### config.mk
export PLATFORM = sky130hd
export DESIGN_NAME = ps2_key_tracker_flat
export DESIGN_NICKNAME = d
export VERILOG_FILES = /design/src/rtl/ps2_key_tracker_if.sv /design/src/rtl/ps2_key_tracker.sv /design/src/flat_wrapper.sv
export SDC_FILE = /design/constraint.sdc
export NUM_CORES = 1
export LEC_CHECK = 0
export CELL_PAD_IN_SITES_DETAIL_PLACEMENT = 1
export CELL_PAD_IN_SITES_GLOBAL_PLACEMENT = 1
export CORE_MARGIN = 10
export CORE_UTILIZATION = 25
export CTS_BUF_LIST = sky130_fd_sc_hd__clkbuf_2 sky130_fd_sc_hd__clkbuf_4 sky130_fd_sc_hd__clkbuf_8
export CTS_CLUSTER_SIZE = 10
export DETAILED_ROUTE_END_ITERATION = 16
export PLACE_DENSITY = 0.68
export SLEW_MARGIN = 0
export SYNTH_ARGS = -nofsm -noshare
export SYNTH_HDL_FRONTEND = slang
export SYNTH_SLANG_ARGS = --single-unit
### constraint.sdc
create_clock -name clk -period 2.1 [get_ports clk]
set_clock_uncertainty 0.05 [all_clocks]
set_input_delay 0.315 -clock clk [delete_from_list [all_inputs] [get_ports clk]]
set_output_delay 0.315 -clock clk [all_outputs]
set_load 0.02 [all_outputs]
### src/rtl/ps2_key_tracker_if.sv
// Byte stream from the PS/2 receiver into the key tracker, and the tracker's key/display outputs.
interface ps2_key_tracker_if #(
    parameter int CNT_WIDTH = 8
);
    logic [7:0]           ps2dis_data;
    logic                 ps2dis_recFlag;
    logic [7:0]           key_code;
    logic                 key_ext;
    logic                 key_valid;
    logic [CNT_WIDTH-1:0] key_count;
    logic [6:0]           seg0;
    logic [6:0]           seg1;
    logic [6:0]           seg2;
    logic [6:0]           seg3;

    modport master (
        output ps2dis_data, ps2dis_recFlag,
        input  key_code, key_ext, key_valid, key_count, seg0, seg1, seg2, seg3
    );

    modport slave (
        input  ps2dis_data, ps2dis_recFlag,
        output key_code, key_ext, key_valid, key_count, seg0, seg1, seg2, seg3
    );
endinterface

### src/rtl/ps2_key_tracker.sv
// Decodes PS/2 make/break/E0 sequences, filters typematic repeats, counts presses
// and drives four seven-segment digits (scan code low/high, count low/high).
module ps2_key_tracker #(
    parameter int CNT_WIDTH        = 8,
    parameter int CNT_SATURATE     = 0,
    parameter int BLANK_ON_RELEASE = 1,
    parameter int SEG_ACTIVE_LOW   = 1
) (
    input  logic               clk,
    input  logic               rst,
    ps2_key_tracker_if.slave   bus
);
    localparam logic [1:0] ST_IDLE    = 2'd0;
    localparam logic [1:0] ST_EXT     = 2'd1;
    localparam logic [1:0] ST_BRK     = 2'd2;
    localparam logic [1:0] ST_EXT_BRK = 2'd3;

    localparam logic [6:0] SEG_XOR   = (SEG_ACTIVE_LOW != 0) ? 7'h7F : 7'h00;
    localparam bit         DO_SAT    = (CNT_SATURATE != 0);
    localparam bit         DO_BLANK  = (BLANK_ON_RELEASE != 0);

    logic [1:0]           r_state;
    logic [7:0]           r_code;
    logic                 r_ext;
    logic                 r_valid;
    logic [CNT_WIDTH-1:0] r_count;

    logic [1:0]           w_state_nxt;
    logic                 w_make;
    logic                 w_brk;
    logic                 w_ext;
    logic                 w_match;
    logic [CNT_WIDTH-1:0] w_count_nxt;
    logic [6:0]           w_seg0;
    logic [6:0]           w_seg1;

    function automatic logic [6:0] hex_font(input logic [3:0] nib);
        logic [6:0] seg;
        case (nib)
            4'h0: seg = 7'h3F;  4'h1: seg = 7'h06;  4'h2: seg = 7'h5B;  4'h3: seg = 7'h4F;
            4'h4: seg = 7'h66;  4'h5: seg = 7'h6D;  4'h6: seg = 7'h7D;  4'h7: seg = 7'h07;
            4'h8: seg = 7'h7F;  4'h9: seg = 7'h6F;  4'hA: seg = 7'h77;  4'hB: seg = 7'h7C;
            4'hC: seg = 7'h39;  4'hD: seg = 7'h5E;  4'hE: seg = 7'h79;  4'hF: seg = 7'h71;
            default: seg = 7'h00;
        endcase
        return seg;
    endfunction

    // Prefix sequencer: classifies each strobed byte as prefix, make or break.
    always_comb begin
        w_state_nxt = r_state;
        w_make      = 1'b0;
        w_brk       = 1'b0;
        w_ext       = 1'b0;
        if (bus.ps2dis_recFlag) begin
            case (r_state)
                ST_IDLE: begin
                    if (bus.ps2dis_data == 8'hE0) begin
                        w_state_nxt = ST_EXT;
                    end else if (bus.ps2dis_data == 8'hF0) begin
                        w_state_nxt = ST_BRK;
                    end else begin
                        w_make = 1'b1;
                    end
                end
                ST_EXT: begin
                    w_ext = 1'b1;
                    if (bus.ps2dis_data == 8'hF0) begin
                        w_state_nxt = ST_EXT_BRK;
                    end else if (bus.ps2dis_data == 8'hE0) begin
                        w_state_nxt = ST_EXT;
                    end else begin
                        w_make      = 1'b1;
                        w_state_nxt = ST_IDLE;
                    end
                end
                ST_BRK: begin
                    w_brk       = 1'b1;
                    w_state_nxt = ST_IDLE;
                end
                ST_EXT_BRK: begin
                    w_brk       = 1'b1;
                    w_ext       = 1'b1;
                    w_state_nxt = ST_IDLE;
                end
                default: begin
                    w_state_nxt = ST_IDLE;
                end
            endcase
        end else begin
            w_state_nxt = r_state;
        end
    end

    assign w_match = r_valid && ({w_ext, bus.ps2dis_data} == {r_ext, r_code});

    // Next press count, wrapping or pinning at all-ones.
    always_comb begin
        if (DO_SAT && (&r_count)) begin
            w_count_nxt = r_count;
        end else begin
            w_count_nxt = r_count + {{(CNT_WIDTH-1){1'b0}}, 1'b1};
        end
    end

    // Key state registers; a repeated make of the held key is a typematic no-op.
    always_ff @(posedge clk or posedge rst) begin
        if (rst) begin
            r_state <= ST_IDLE;
            r_code  <= 8'h00;
            r_ext   <= 1'b0;
            r_valid <= 1'b0;
            r_count <= {CNT_WIDTH{1'b0}};
        end else begin
            r_state <= w_state_nxt;
            if (w_make && !w_match) begin
                r_code  <= bus.ps2dis_data;
                r_ext   <= w_ext;
                r_valid <= 1'b1;
                r_count <= w_count_nxt;
            end else if (w_brk && w_match) begin
                r_valid <= 1'b0;
            end
        end
    end

    // Code digits blank while nothing is held when blanking is enabled.
    always_comb begin
        if (DO_BLANK && !r_valid) begin
            w_seg0 = 7'h00;
            w_seg1 = 7'h00;
        end else begin
            w_seg0 = hex_font(r_code[3:0]);
            w_seg1 = hex_font(r_code[7:4]);
        end
    end

    assign bus.key_code  = r_code;
    assign bus.key_ext   = r_ext;
    assign bus.key_valid = r_valid;
    assign bus.key_count = r_count;
    assign bus.seg0      = w_seg0 ^ SEG_XOR;
    assign bus.seg1      = w_seg1 ^ SEG_XOR;
    assign bus.seg2      = hex_font(r_count[3:0]) ^ SEG_XOR;
    assign bus.seg3      = hex_font(r_count[7:4]) ^ SEG_XOR;
endmodule

### src/flat_wrapper.sv
// flat-port wrapper written by rule: the top's interface ports become plain ports
module ps2_key_tracker_flat 
#(
    parameter int CNT_WIDTH        = 8,
    parameter int CNT_SATURATE     = 0,
    parameter int BLANK_ON_RELEASE = 1,
    parameter int SEG_ACTIVE_LOW   = 1
)
  (clk, rst, bus_ps2dis_data, bus_ps2dis_recFlag, bus_key_code, bus_key_ext, bus_key_valid, bus_key_count, bus_seg0, bus_seg1, bus_seg2, bus_seg3);
  ps2_key_tracker_if #(.CNT_WIDTH(CNT_WIDTH)) bus_i ();
  input  logic clk;
  input  logic rst;
  input wire logic [$bits(bus_i.ps2dis_data)-1:0] bus_ps2dis_data;
  input wire logic [$bits(bus_i.ps2dis_recFlag)-1:0] bus_ps2dis_recFlag;
  output wire logic [$bits(bus_i.key_code)-1:0] bus_key_code;
  output wire logic [$bits(bus_i.key_ext)-1:0] bus_key_ext;
  output wire logic [$bits(bus_i.key_valid)-1:0] bus_key_valid;
  output wire logic [$bits(bus_i.key_count)-1:0] bus_key_count;
  output wire logic [$bits(bus_i.seg0)-1:0] bus_seg0;
  output wire logic [$bits(bus_i.seg1)-1:0] bus_seg1;
  output wire logic [$bits(bus_i.seg2)-1:0] bus_seg2;
  output wire logic [$bits(bus_i.seg3)-1:0] bus_seg3;
  assign bus_i.ps2dis_data = bus_ps2dis_data;
  assign bus_i.ps2dis_recFlag = bus_ps2dis_recFlag;
  assign bus_key_code = bus_i.key_code;
  assign bus_key_ext = bus_i.key_ext;
  assign bus_key_valid = bus_i.key_valid;
  assign bus_key_count = bus_i.key_count;
  assign bus_seg0 = bus_i.seg0;
  assign bus_seg1 = bus_i.seg1;
  assign bus_seg2 = bus_i.seg2;
  assign bus_seg3 = bus_i.seg3;
  ps2_key_tracker #(.CNT_WIDTH(CNT_WIDTH), .CNT_SATURATE(CNT_SATURATE), .BLANK_ON_RELEASE(BLANK_ON_RELEASE), .SEG_ACTIVE_LOW(SEG_ACTIVE_LOW)) u_core (.clk(clk), .rst(rst), .bus(bus_i));
endmodule
==> summary.md <==
| Metric | Value |
|---|---|
| Outcome | finished, violations left |
| Failing checks | negative setup slack |
| Highest clock rate | 470 MHz |
| Avg WL per Cell | 15.5 um |
| Post-route cell area | 3300 sq um |
| IO Pins | 57 |
| Setup_tns | -0.0258 ns |
| Initial antenna violation count | 0 |
| CTS clk-pin slew, worst paths | about 0.070 ns |
| Ys flop type | dfrtp_1 |
| Clock Tree Buf Depth | 2 |
| Initial Util | 0.259 |
| DRC | 0 |
| GP Congestion | 0.785 |
| RSZ-0062 raised after global routing | true |
| Rows | 32 |
| Cts bufs inserted | 3 |
| Area of the die | 12100 sq um |
| LEAKAGE | 1.52 nW |
| Sequential area share after synthesis | 0.247 |
| Final setup violation count | 1 |
| Worst Hold Slack | 0.345 ns |
| Port Buffer Count | 56 |
| Vias/cell | 4.75 |
| Worst Setup Slack, final | -0.0258 ns |
| Die height | approximately 110 um |
| CP max-delay cell | mux4_2 |
| Mapped cell area | 2020 sq um |
| Syn avg cell area | 8.83 sq um |
| Number of global-route vias before repair | between 2000 and 2500 |
| Commonest non-fill, non-tap cell in the layout | buf_4 |
| Nets | 387 |
| Register bit total from synthesis | 20 |
| First-pass GRT wire length | between 10000 and 15000 um |
| Critical path endpoint category | output port |
| CP max FO | 3 |
| Slowest stage delay, CP | 0.44 ns |
| Via count | 2160 |
| TritonCTS clock tree | built |
| Worst VDD drop | 0.324 mV |
| Finished Core Util | 0.423 |
| R2r worst-path depth | 5 |
| R2R Path Start | u_core.bus.key_code[2] |
| Commonest non-fill, non-tap cells in the layout | buf_4 (81), clkdlybuf4s50_1 (28), dfrtp_1 (19), nor2_1 (16), nand2_1 (15) |
| Ranking of synthesized cells by area | dfrtp_1 (25%), ha_1 (13%), xnor2_1 (5.6%), mux2i_1 (4.5%), mux2_2 (3.9%) |
| Fillers | 953 |
| Total iterations of the first detailed-routing run | 4 |
| H-Tree Depth | 1 |
| Post-synth EDFFs | 0 |
| Skew-Pair Late Insertion Delay | 0.26 ns |
| Crit path time final | 2.13 ns |
| Root Buffer Master | clkbuf_8 |
| Top cell type's share of synthesized area | 0.247 |
| Congestion Overflow GR | 0 |
| Pre-CTS setup slack | -0.257 ns |
| Crit path top cell by count | inv_2 |
| Worst relative slew slack | 0.670 |
| Initial DRC count | 88 |
| Antenna Cells | 0 |
| Clock sink count | 20 |
| Layout cells sized above 1 | 0.414 |
| Final count of pins violating max slew | 0 |
| Final hold viol count | 0 |
| Post-Route WL | roughly 7000 um |
| Ys async rst share | 1.00 |
| Unique masters post-synth | 42 |
| Crit. Startpoint | u_core.bus.key_code[4] |
| Slew of the pin with the lowest slew margin | between 0.4 and 0.5 ns |
| Ys Warns | 0 |
| Max-Cap Viols | 0 |
| Post-synthesis cell count | 229 |
| GRT Overall Usage | 0.115 |
| Synth area leader | dfrtp_1 |
| Power per cell area | 1100 nW/um^2 |
| Core Area | 7810 sq um |
| Critical path startpoint category | register |
| CP Class | register to output port |
| Area after DPL | 3190 sq um |
| Area Growth Syn to Fin | 63.3% |
| Post-CTS Hold Buffers | 0 |
| Largest net degree at the start of global routing | 21 |
| Mapped Nets | 261 |
| CP required | about 1.7 ns |
| Final period util | 1.01 |
| Detail Placement HPWL | 5730 um |
| Post-route ant nets | 0 |
| Sequential cell area | approximately 500 sq um |
| CP Cell Sequence | inv_2, ha_4, inv_2, mux4_2, nand2b_4, buf_6 |
| Area of the multi-input gates | 1500 sq um |
| Critical Path AT | 1.76 ns |
| Die Span X | 110 um |
| Worst Hold Class | input pin to async pin |
final timing paths:
| kind | endpoint | slack (ns) |
|---|---|---|
| max | bus_seg1[3] | -0.03 |
| min | u_core.bus.key_code[1] | 0.34 |
| max reg2reg | u_core.bus.key_code[6] | 0.11 |
| min reg2reg | u_core.bus.key_valid | 0.45 |
| max in group asynchronous | u_core.bus.key_valid | 1.42 |
| min in group clk | u_core.bus.key_valid | 0.45 |
timing repair:
action,in CTS,in global routing
endpoints found under the setup margin,28,39
resized for setup,99,54
pin swaps,1,2
setup buffers,2,4
registers in the layout, summed over array words and instances, names as in the netlist:
name	count
u_core.bus.key_code	8
u_core.bus.key_count	8
u_core.bus.key_ext	1
u_core.bus.key_valid	1
u_core.r_state	2
report_power, final:
part / leakage [nW] / switching (W) / internal [W] / total, W
sequential: 0.242 / 0.000155 / 0.000468 / 0.000624
combinational: 1.26 / 0.00138 / 0.00138 / 0.00276
clock: 0.0216 / 0.000134 / 0.000128 / 0.000262
total: 1.52 / 0.00167 / 0.00198 / 0.00365
cell usage after synthesis, types with 3 or more instances:
master    instances
a31oi_1           4
buf_2             3
clkbuf_1          8
dfrtp_1          20
ha_1             21
inv_1            20
mux2_2            7
mux2i_1           9
mux4_2            3
nand2_1          15
nand2b_1          8
nand3_1          10
nand4_1           4
nor2_1           16
nor2b_1           7
nor3_1            4
o211ai_1          6
o21ai_0          11
o311ai_0          8
xnor2_1          13
through the flow:
step	power, W	cells
5_1_grt	0.00395	455
6_report	0.00365	455
3_5_place_dp	0.00342	446
4_1_cts	0.00357	451
3_3_place_gp	0.00333	446
2_1_floorplan	0.00196	229
worst max-delay path: cells and delay by family, from the launching register on:
| family | cells | cell delay, ns |
|---|---|---|
| adder cells (fa/ha/maj) | 1 | 0.26 |
| buffers and inverters | 3 | 0.24 |
| flip-flops | 1 | 0.40 |
| multiplexers | 1 | 0.44 |
| AND/OR/NAND/NOR | 1 | 0.16 |
cell type report:
| cell class | instances | area share |
|---|---|---|
| Tap cell | 102 | 0.0386 |
| Multi-Input combinational cell | 176 | 0.453 |
| Inverter | 20 | 0.0227 |
| Timing Repair Buffer | 134 | 0.321 |
| Clock buffer | 3 | 0.0125 |
| Sequential cell | 20 | 0.152 |
cells by family (layout without fill, tap and decap cells):
group	after synthesis	after routing	share of synthesized area
multiplexers	19	19	0.117
AND/OR/NAND/NOR	72	72	0.186
adder cells (fa/ha/maj)	21	21	0.130
buffers and inverters	33	157	0.0668
flip-flops	20	20	0.247
AO/OA/AOI/OAI	50	50	0.189
XOR/XNOR	14	14	0.0643
per-layer routing:
metal	track usage	wire, um	vias up
li1	-	-	1070
met1	0.141	3180	1052
met2	0.210	3580	32
met3	0.0205	244	6
met4	0.0130	32	0
met5	0	0	-
(Power assumes the default switching activity.)
